### config.mk
export PLATFORM = sky130hd
export DESIGN_NAME = snake_engine
export DESIGN_NICKNAME = d
export VERILOG_FILES = /design/src/rtl/snake_engine.sv
export SDC_FILE = /design/constraint.sdc
export NUM_CORES = 1
export LEC_CHECK = 0
export ABC_AREA = 1
export ABC_CLOCK_PERIOD_IN_PS = 6300
export CAP_MARGIN = 20
export CORE_MARGIN = 5
export CORE_UTILIZATION = 40
export CTS_CLUSTER_SIZE = 25
export DETAILED_ROUTE_END_ITERATION = 6
export DONT_BUFFER_PORTS = 1
export GPL_TIMING_DRIVEN = 0
export HOLD_SLACK_MARGIN = 0.03
export PLACE_DENSITY = 0.51
export SLEW_MARGIN = 25
export SYNTH_ARGS = -nofsm -noshare
export SYNTH_HDL_FRONTEND = slang
export SYNTH_SLANG_ARGS = --single-unit
### constraint.sdc
create_clock -name clk -period 6.3 [get_ports clk]
set_input_delay 0.945 -clock clk [delete_from_list [all_inputs] [get_ports clk]]
set_output_delay 0.945 -clock clk [all_outputs]
set_load 0.05 [all_outputs]
### src/rtl/snake_engine.sv
// Snake body engine: keeps the body as a chain of 2-bit direction links, moves the head per tick
// and streams every segment coordinate (head first) after each move.
module snake_engine #(
  parameter int unsigned GRID_W   = 20,
  parameter int unsigned GRID_H   = 20,
  parameter int unsigned MAX_LEN  = 32,
  parameter int unsigned INIT_LEN = 4,
  parameter int unsigned GROW     = 1,
  parameter int unsigned WRAP     = 0,
  localparam int unsigned XW = $clog2(GRID_W + 2),
  localparam int unsigned YW = $clog2(GRID_H + 2),
  localparam int unsigned LW = $clog2(MAX_LEN + 1)
) (
  input  logic          clk,
  input  logic          rst_n,
  input  logic          i_tick,
  input  logic [1:0]    i_dir,
  input  logic          i_eat,
  output logic [1:0]    o_head_dir,
  output logic [XW-1:0] o_head_x,
  output logic [YW-1:0] o_head_y,
  output logic [LW-1:0] o_length,
  output logic [XW-1:0] o_pos_x,
  output logic [YW-1:0] o_pos_y,
  output logic          o_pos_valid,
  output logic          o_pos_first,
  output logic          o_pos_last,
  output logic          o_busy,
  output logic          o_failure,
  output logic          o_success
);

  localparam int unsigned IW      = (MAX_LEN > 1) ? $clog2(MAX_LEN) : 1;
  localparam int unsigned PendMax = (1 << LW) - 1;
  localparam logic [XW-1:0] XMax  = XW'(GRID_W + 1);
  localparam logic [YW-1:0] YMax  = YW'(GRID_H + 1);
  localparam logic [LW-1:0] MaxLen = LW'(MAX_LEN);
  localparam logic [LW-1:0] GrowC  = (GROW > PendMax) ? LW'(PendMax) : LW'(GROW);

  typedef enum logic {StScan, StWait} state_e;

  state_e        state;
  logic [LW-1:0] idx;
  logic [LW-1:0] pending;
  logic          pend_tick;
  logic [1:0]    link [MAX_LEN];

  logic [1:0]    mv_dir;
  logic [XW-1:0] nx, seg_x;
  logic [YW-1:0] ny, seg_y;
  logic          do_move, grow, wall, last;
  logic [LW-1:0] pend_after, pend_next, len_next;
  logic [LW:0]   pend_sum;

  function automatic logic [XW-1:0] step_x(input logic [XW-1:0] x, input logic [1:0] d);
    logic [XW-1:0] r;
    r = x;
    if (d == 2'b10) r = x + XW'(1);
    else if (d == 2'b11) r = x - XW'(1);
    if (WRAP != 0) begin
      if (r == XMax) r = XW'(1);
      else if (r == '0) r = XW'(GRID_W);
    end
    return r;
  endfunction

  function automatic logic [YW-1:0] step_y(input logic [YW-1:0] y, input logic [1:0] d);
    logic [YW-1:0] r;
    r = y;
    if (d == 2'b00) r = y + YW'(1);
    else if (d == 2'b01) r = y - YW'(1);
    if (WRAP != 0) begin
      if (r == YMax) r = YW'(1);
      else if (r == '0) r = YW'(GRID_H);
    end
    return r;
  endfunction

  always_comb begin
    mv_dir = i_dir;
    if (i_dir == (o_head_dir ^ 2'b01)) mv_dir = o_head_dir;
    nx = step_x(o_head_x, mv_dir);
    ny = step_y(o_head_y, mv_dir);
    do_move = (state == StWait) && (i_tick || pend_tick) && !o_failure && !o_success;
    grow = do_move && (pending != '0) && (o_length < MaxLen);
    // Growth for this move is decided before a coincident eat is folded in.
    pend_after = pending - LW'(grow);
    pend_sum = {1'b0, pend_after} + {1'b0, GrowC};
    pend_next = pend_after;
    if (i_eat) pend_next = pend_sum[LW] ? '1 : pend_sum[LW-1:0];
    len_next = o_length + LW'(grow);
    wall = (WRAP == 0) && (nx == '0 || nx == XMax || ny == '0 || ny == YMax);
    seg_x = o_head_x;
    seg_y = o_head_y;
    if (idx != '0) begin
      seg_x = step_x(o_pos_x, link[IW'(idx - LW'(1))]);
      seg_y = step_y(o_pos_y, link[IW'(idx - LW'(1))]);
    end
    last = (idx == o_length - LW'(1));
  end

  always_ff @(posedge clk or negedge rst_n) begin
    if (!rst_n) begin
      state       <= StScan;
      idx         <= '0;
      pending     <= '0;
      pend_tick   <= 1'b0;
      for (int k = 0; k < MAX_LEN; k++) link[k] <= 2'b01;
      o_head_dir  <= 2'b00;
      o_head_x    <= XW'(GRID_W / 2);
      o_head_y    <= YW'(GRID_H / 2);
      o_length    <= LW'(INIT_LEN);
      o_pos_x     <= '0;
      o_pos_y     <= '0;
      o_pos_valid <= 1'b0;
      o_pos_first <= 1'b0;
      o_pos_last  <= 1'b0;
      o_busy      <= 1'b1;
      o_failure   <= 1'b0;
      o_success   <= 1'b0;
    end else begin
      o_busy      <= (state == StScan) | pend_tick;
      o_pos_valid <= 1'b0;
      o_pos_first <= 1'b0;
      o_pos_last  <= 1'b0;
      pending     <= pend_next;
      o_length    <= len_next;
      if (len_next == MaxLen) o_success <= 1'b1;
      case (state)
        StScan: begin
          o_pos_x     <= seg_x;
          o_pos_y     <= seg_y;
          o_pos_valid <= 1'b1;
          o_pos_first <= (idx == '0);
          o_pos_last  <= last;
          if (idx != '0 && seg_x == o_head_x && seg_y == o_head_y) o_failure <= 1'b1;
          if (i_tick) pend_tick <= 1'b1;
          if (last) begin
            state <= StWait;
            idx   <= '0;
          end else begin
            idx <= idx + LW'(1);
          end
        end
        default: begin
          pend_tick <= 1'b0;
          if (do_move) begin
            o_head_x   <= nx;
            o_head_y   <= ny;
            o_head_dir <= mv_dir;
            for (int k = 1; k < MAX_LEN; k++) link[k] <= link[k-1];
            link[0] <= mv_dir ^ 2'b01;
            state   <= StScan;
            idx     <= '0;
            if (wall) o_failure <= 1'b1;
          end
        end
      endcase
    end
  end

endmodule

Yosys cells after proc, flatten, opt, wreduce, memory -nomap -nowiden. Cells that the tools add are included.

Bits in registers: 112. Input port bits: 6. Output and inout bits: 34. Word-level logic and storage cells: 139.

Add/subtract/negate cells: 14. Order comparisons: 2. Equal/unequal tests: 15. Multiplexer cells: 31. Bitwise logic cells: 5. Reductions and logical operators: 24.

Operators by type and width (count): 5-bit 2-to-1 mux (10); 6-bit 2-to-1 mux (5); 5-bit by 1-bit subtractor with 5-bit output (second input constant) (5); 5-bit by 1-bit adder with 5-bit output (second input constant) (4); 1-bit 2-to-1 mux (12); 6-bit nonzero test (2); 2-bit binary-select mux with 5-bit select (1); 5-bit == test (2); 5-bit == test (second input constant) (2); 5-bit zero test (2); 2-bit == test (second input constant) (4); 6-bit by 1-bit adder with 7-bit output (second input constant) (1); 1-bit logical AND (7); 6-bit by 1-bit adder with 6-bit output (1); 6-bit by 1-bit adder with 6-bit output (second input constant) (1); 6-bit == test (1); 6-bit == test (second input constant) (1); 6-bit greater-or-equal comparator (second input constant) (1); 6-bit zero test (1); 6-bit < comparator (second input constant) (1); 2-bit 2-to-1 mux (3); 5-bit NOT with 6-bit output (1); 6-bit by 1-bit subtractor with 6-bit output (1); 6-bit by 1-bit subtractor with 6-bit output (second input constant) (1); 11 further kinds (21).

Logic depth before layout (Yosys ltp).
Word-level depth: 14. Gate-level depth with buffers: 27. Gate-level depth less buffers: 24.

Worst setup path after synthesis. No wires, ideal clock.

Path type: input -> register. From: input i_tick. To: register pending[0]. Library setup time: 83 ps. Data arrival time: 3221 ps. Required time: 6217 ps. Slack: 2996 ps. Stages: 13. Path buffers: 1. Path through: nor2_1 nor4_2 inv_2 clkbuf_1 nor3_1 ha_1 ha_1 inv_1 ha_1 nand2_1 nor3b_1 nand3_1 o21ai_0.

Cells in the longest elaborated chain, start to end: 10.

Ends and longest elaborated chain: start, declared (RTL line 16) `input logic i_tick,`; 1-bit logical OR (*) (RTL line 84) `do_move = (state == StWait) && (i_tick || pend_tick) && !o_failure && !o_success;`; 1-bit logical AND (*) (3 in a row) (RTL line 84); 1-bit logical AND (*) (2 in a row) (RTL line 85) `grow = do_move && (pending != '0) && (o_length < MaxLen);`; 6-bit by 1-bit subtractor with 6-bit output (*) (RTL line 87) `pend_after = pending - LW'(grow);`; 6-bit by 1-bit adder with 7-bit output (RTL line 88) `pend_sum = {1'b0, pend_after} + {1'b0, GrowC};`; 6-bit 2-to-1 mux (RTL line 90) `if (i_eat) pend_next = pend_sum[LW] ? '1 : pend_sum[LW-1:0];`; 6-bit 2-to-1 mux (*) (RTL line 90); via pend_next[0] (RTL line 52) `logic [LW-1:0] pend_after, pend_next, len_next;`; end signal, assigned (RTL line 126) `pending <= pend_next;`; end, declared (RTL line 44) `logic [LW-1:0] pending;`.

The timed path passes the listed nets; every way through them passes the cells marked *. A chain may end at the register's enable or synchronous reset.

Final worst setup path.
From: register state. To: register pending[0].

Cells in the longest elaborated chain, start to end: 9.

Ends and longest elaborated chain: start, declared (RTL line 42) `state_e state;`; start signal, assigned (RTL line 104) `state <= StScan;`; start signal, assigned (RTL line 139) `state <= StWait;`; start signal, assigned (RTL line 153) `state <= StScan;`; 1-bit logical AND (*) (3 in a row) (RTL line 84); 1-bit logical AND (*) (2 in a row) (RTL line 85); 6-bit by 1-bit subtractor with 6-bit output (*) (RTL line 87); 6-bit by 1-bit adder with 7-bit output (RTL line 88); 6-bit 2-to-1 mux (RTL line 90); 6-bit 2-to-1 mux (*) (RTL line 90); via pend_next[0] (RTL line 52).

Marks and branches as above.

==> summary.md <==
| Metric | Value |
|---|---|
| WL final | `17.0 mm` |
| Most used DFF post-synth | `dfrtp_1` |
| Setup ws final | `about 2.3 ns` |
| Residual DRC count | `0` |
| Register area share after synthesis | `43.3%` |
| Crit path max fanout | `10` |
| Num CTS Buffers | `9` |
| Final period utilization | `63.3%` |
| Synth top area cells | `dfrtp_1, nand2_1, dfstp_2` |
| DIE AREA | `19000 µm²` |
| CTS tree | `done` |
| Post-synth ARST share | `100%` |
| Final hold vios | `0` |
| Area occupied by multi-input gates | `3210 µm²` |
| RR Endpoint | `pending[0]` |
| Minimum period implied by the final worst setup slack | `between 3 and 4 ns` |
| Comb power frac | `8.8%` |
| P_sw | `approximately 400 µW` |
| Via/cell ratio | `5.15` |
| P_leak | `3.51 nW` |
| Remaining Overflow, GRT | `0` |
| Antenna diode count | `0` |
| CTS Buffer Depth | `2` |
| Synth top area share | `28.0%` |
| Share of layout cells above drive strength 1 | `11.1%` |
| Width of the die | `138 µm` |
| Drt wl/cell | `15.4 µm` |
| Slew HR | `a little over half` |
| Worst-path clk slew | `approximately 0.070 ns` |
| Met2 Use GR | `30.2%` |
| Worst Tran Pin Value | `0.701 ns` |
| Post-Route Skew | `0.00655 ns` |
| Routed Antenna Nets | `0` |
| Type of the worst min-delay path | `input port to asynchronous set/reset pin` |
| FF+latch count, synth | `111` |
| Detailed placement HPWL | `12.1 mm` |
| Yosys Warn Count | `0` |
| Largest net degree at the start of global routing | `between 100 and 150` |
| Worst reg2reg setup slack | `2.31 ns` |
| Pre-CTS setup slack | `around 1.9 ns` |
| Clock Sink Count | `111` |
| Mapped Cells | `869` |
| Vias in the first global route | `approximately 5400` |
| Sw Ratio | `around a quarter` |
| Layer with the highest usage | `met2` |
| Fmax | `about 0.25 GHz` |
| I/O Pins | `40` |
| Critical Path Start Type | `flop` |
| Netlist area before placement | `6520 µm²` |
| Max Slew Vio Count | `0` |
| WP data required | `between 6 and 7 ns` |
| # fillers | `1593` |
| Root buf cell | `clkbuf_16` |
| Max_cap viols | `0` |
| Met3 Use GR | `3.40%` |
| Routability-driven placement congestion ratio | `0.898` |
| Drt first pass iters | `5` |
| Register area | `~2800 µm²` |
| Final setup vio count | `0` |
| Cts repair resizes | `0` |
| Critical path arrival | `4.27 ns` |
| Worst setup path startpoint | `state` |
| Critical path endpoint category | `flop` |
| Aggregate negative setup slack | `0 ns` |
| Via Count | `5674` |
| Clock power frac | `41.7%` |
| Pwr Density | `221 nW/µm²` |
| Synth-to-Final Area Change | `9.51%` |
| Syn_nets | `between 800 and 900` |
| Worst VDD drop | `~0.14 mV` |
| Reg-to-reg startpoint | `state` |
| Rows | `46` |
| Outcome | `finished clean` |
| Mean Syn Cell Area | `7.51 µm²` |
| Unrepaired setup endpoints after global routing | `false` |
| Grt met1 use | `25.7%` |
| # nets final | `903` |
| Hold_buf cts | `0` |
| Area leader, netlist | `dfrtp_1` |
| Initial Util | `40.9%` |
| Clk_lat worst skew | `0.36 ns` |
| GRT Total Usage | `18.9%` |
| Initial detailed-routing violation count | `402` |
| Die Ht | `138 µm` |
| # Post-CTS Setup Buffers | `0` |
| Placeable core area | `roughly 16000 µm²` |
| P_int | `between 1 and 1.5 mW` |
| Worst reg2reg path depth | `14` |
| Post-synth EDFFs | `0` |
| Crit Path Class | `flop to flop` |
| Distinct cells, synth | `46` |
| Port bufs | `0` |
| First-pass GRT wire length | `28.0 mm` |
| Initial antenna violation count | `0` |
| H-tree levels | `3` |
| Sequential share of power | `about half` |
per-stage QoR:
step | cells | instance area (µm²) | power (mW) | util (%) | hold slack [ns]
2_1_floorplan | 869 | 6520 | 0.899 | - | 0.441
3_3_place_gp | 1085 | 6790 | 0.927 | 42.6 | 0.449
3_5_place_dp | 1085 | 6790 | 0.932 | 42.6 | 0.457
4_1_cts | 1101 | 7140 | 1.60 | 44.8 | 0.262
5_1_grt | 1101 | 7140 | 1.65 | 44.8 | 0.250
6_report | 1101 | 7140 | 1.58 | 44.8 | 0.277
worst max-delay path by stage:
stage,end,cells after the start
after floorplan,pending[0],13
final,pending[0],14
after CTS,pending[0],14
after global placement,pending[0],14
after global routing,pending[0],14
after detailed placement,pending[0],14
worst max-delay path, cell delays in order (launching register included):
cell and delay [ns]:
dfrtp_1 0.32, clkbuf_1 0.41, inv_1 0.22, nor4_4 0.61
inv_2 0.24, clkbuf_1 0.31, nor3_1 0.32, ha_1 0.24
ha_1 0.27, inv_1 0.07, ha_1 0.13, nand2_1 0.07
nor3b_1 0.37, nand3_1 0.22, o21ai_0 0.11
power by group through the flow:
stage               Combinational (mW)  Sequential, mW  Clock, mW
CTS                              0.139           0.781      0.676
finish                           0.139           0.780      0.659
detailed placement               0.138           0.794          0
global route                     0.161           0.784      0.707
floorplan                        0.113           0.785          0
global placement                 0.134           0.793          0
final cells by class:
type                       count  area share, %
buffer                        37           3.15
clock buffer                  12           3.75
clock inverter                 4           1.03
inverter                      69           3.77
multi-input combinational    652           45.0
sequential                   111           39.5
tap                          216           3.78
cells by family (layout without fill, tap and decap cells):
kind of cell,count (synthesis),count (layout),synth area share [%]
buffers and inverters,106,122,7.58
DFF,111,111,43.3
adders and majority gates,17,17,3.26
xor gates and xnor gates,37,37,5.08
and+or+nand+nor,521,521,34.2
AOI/OAI and AO/OA,77,77,6.58
layout by cell type, fill, tap and decap left out, types with 11 or more instances in the layout:
cell,instances
nand2_1,348
nand3_1,99
dfrtp_1,73
inv_1,61
o21ai_0,55
dfstp_2,38
nor2_1,30
xor2_1,25
clkbuf_1,22
ha_1,17
nor3_1,11
xnor2_1,11
routing by layer:
layer | part of all wire (%) | wire, µm | vias up
li1 | - | - | 2810
met1 | 46 | 7850 | 2723
met2 | 47 | 7930 | 111
met3 | 4.6 | 774 | 30
met4 | 2.6 | 450 | 0
met5 | 0 | 0 | -
cells in the mapped netlist (all sizes together), types with 2 or more instances:
cell type	instances
a21oi	3
buf	16
clkbuf	21
dfrtp	73
dfstp	38
ha	17
inv	69
nand2	356
nand3	105
nand3b	2
nand4	10
nor2	31
nor3	12
nor4	2
o211ai	3
o21ai	56
o22ai	7
o41ai	2
xnor2	11
xor2	26
flip-flops by register name (all words and copies together) (netlist names):
| register | cells |
|---|---|
| link | 63 |
| idx | 6 |
| o_length | 6 |
| pending | 6 |
| o_head_x | 5 |
| o_head_y | 5 |
| o_pos_x | 5 |
| o_pos_y | 5 |
| o_head_dir | 2 |
| o_busy | 1 |
| o_failure | 1 |
| o_pos_first | 1 |
| o_pos_last | 1 |
| o_pos_valid | 1 |
| o_success | 1 |
| pend_tick | 1 |
| state | 1 |
(Power assumes the default switching activity.)
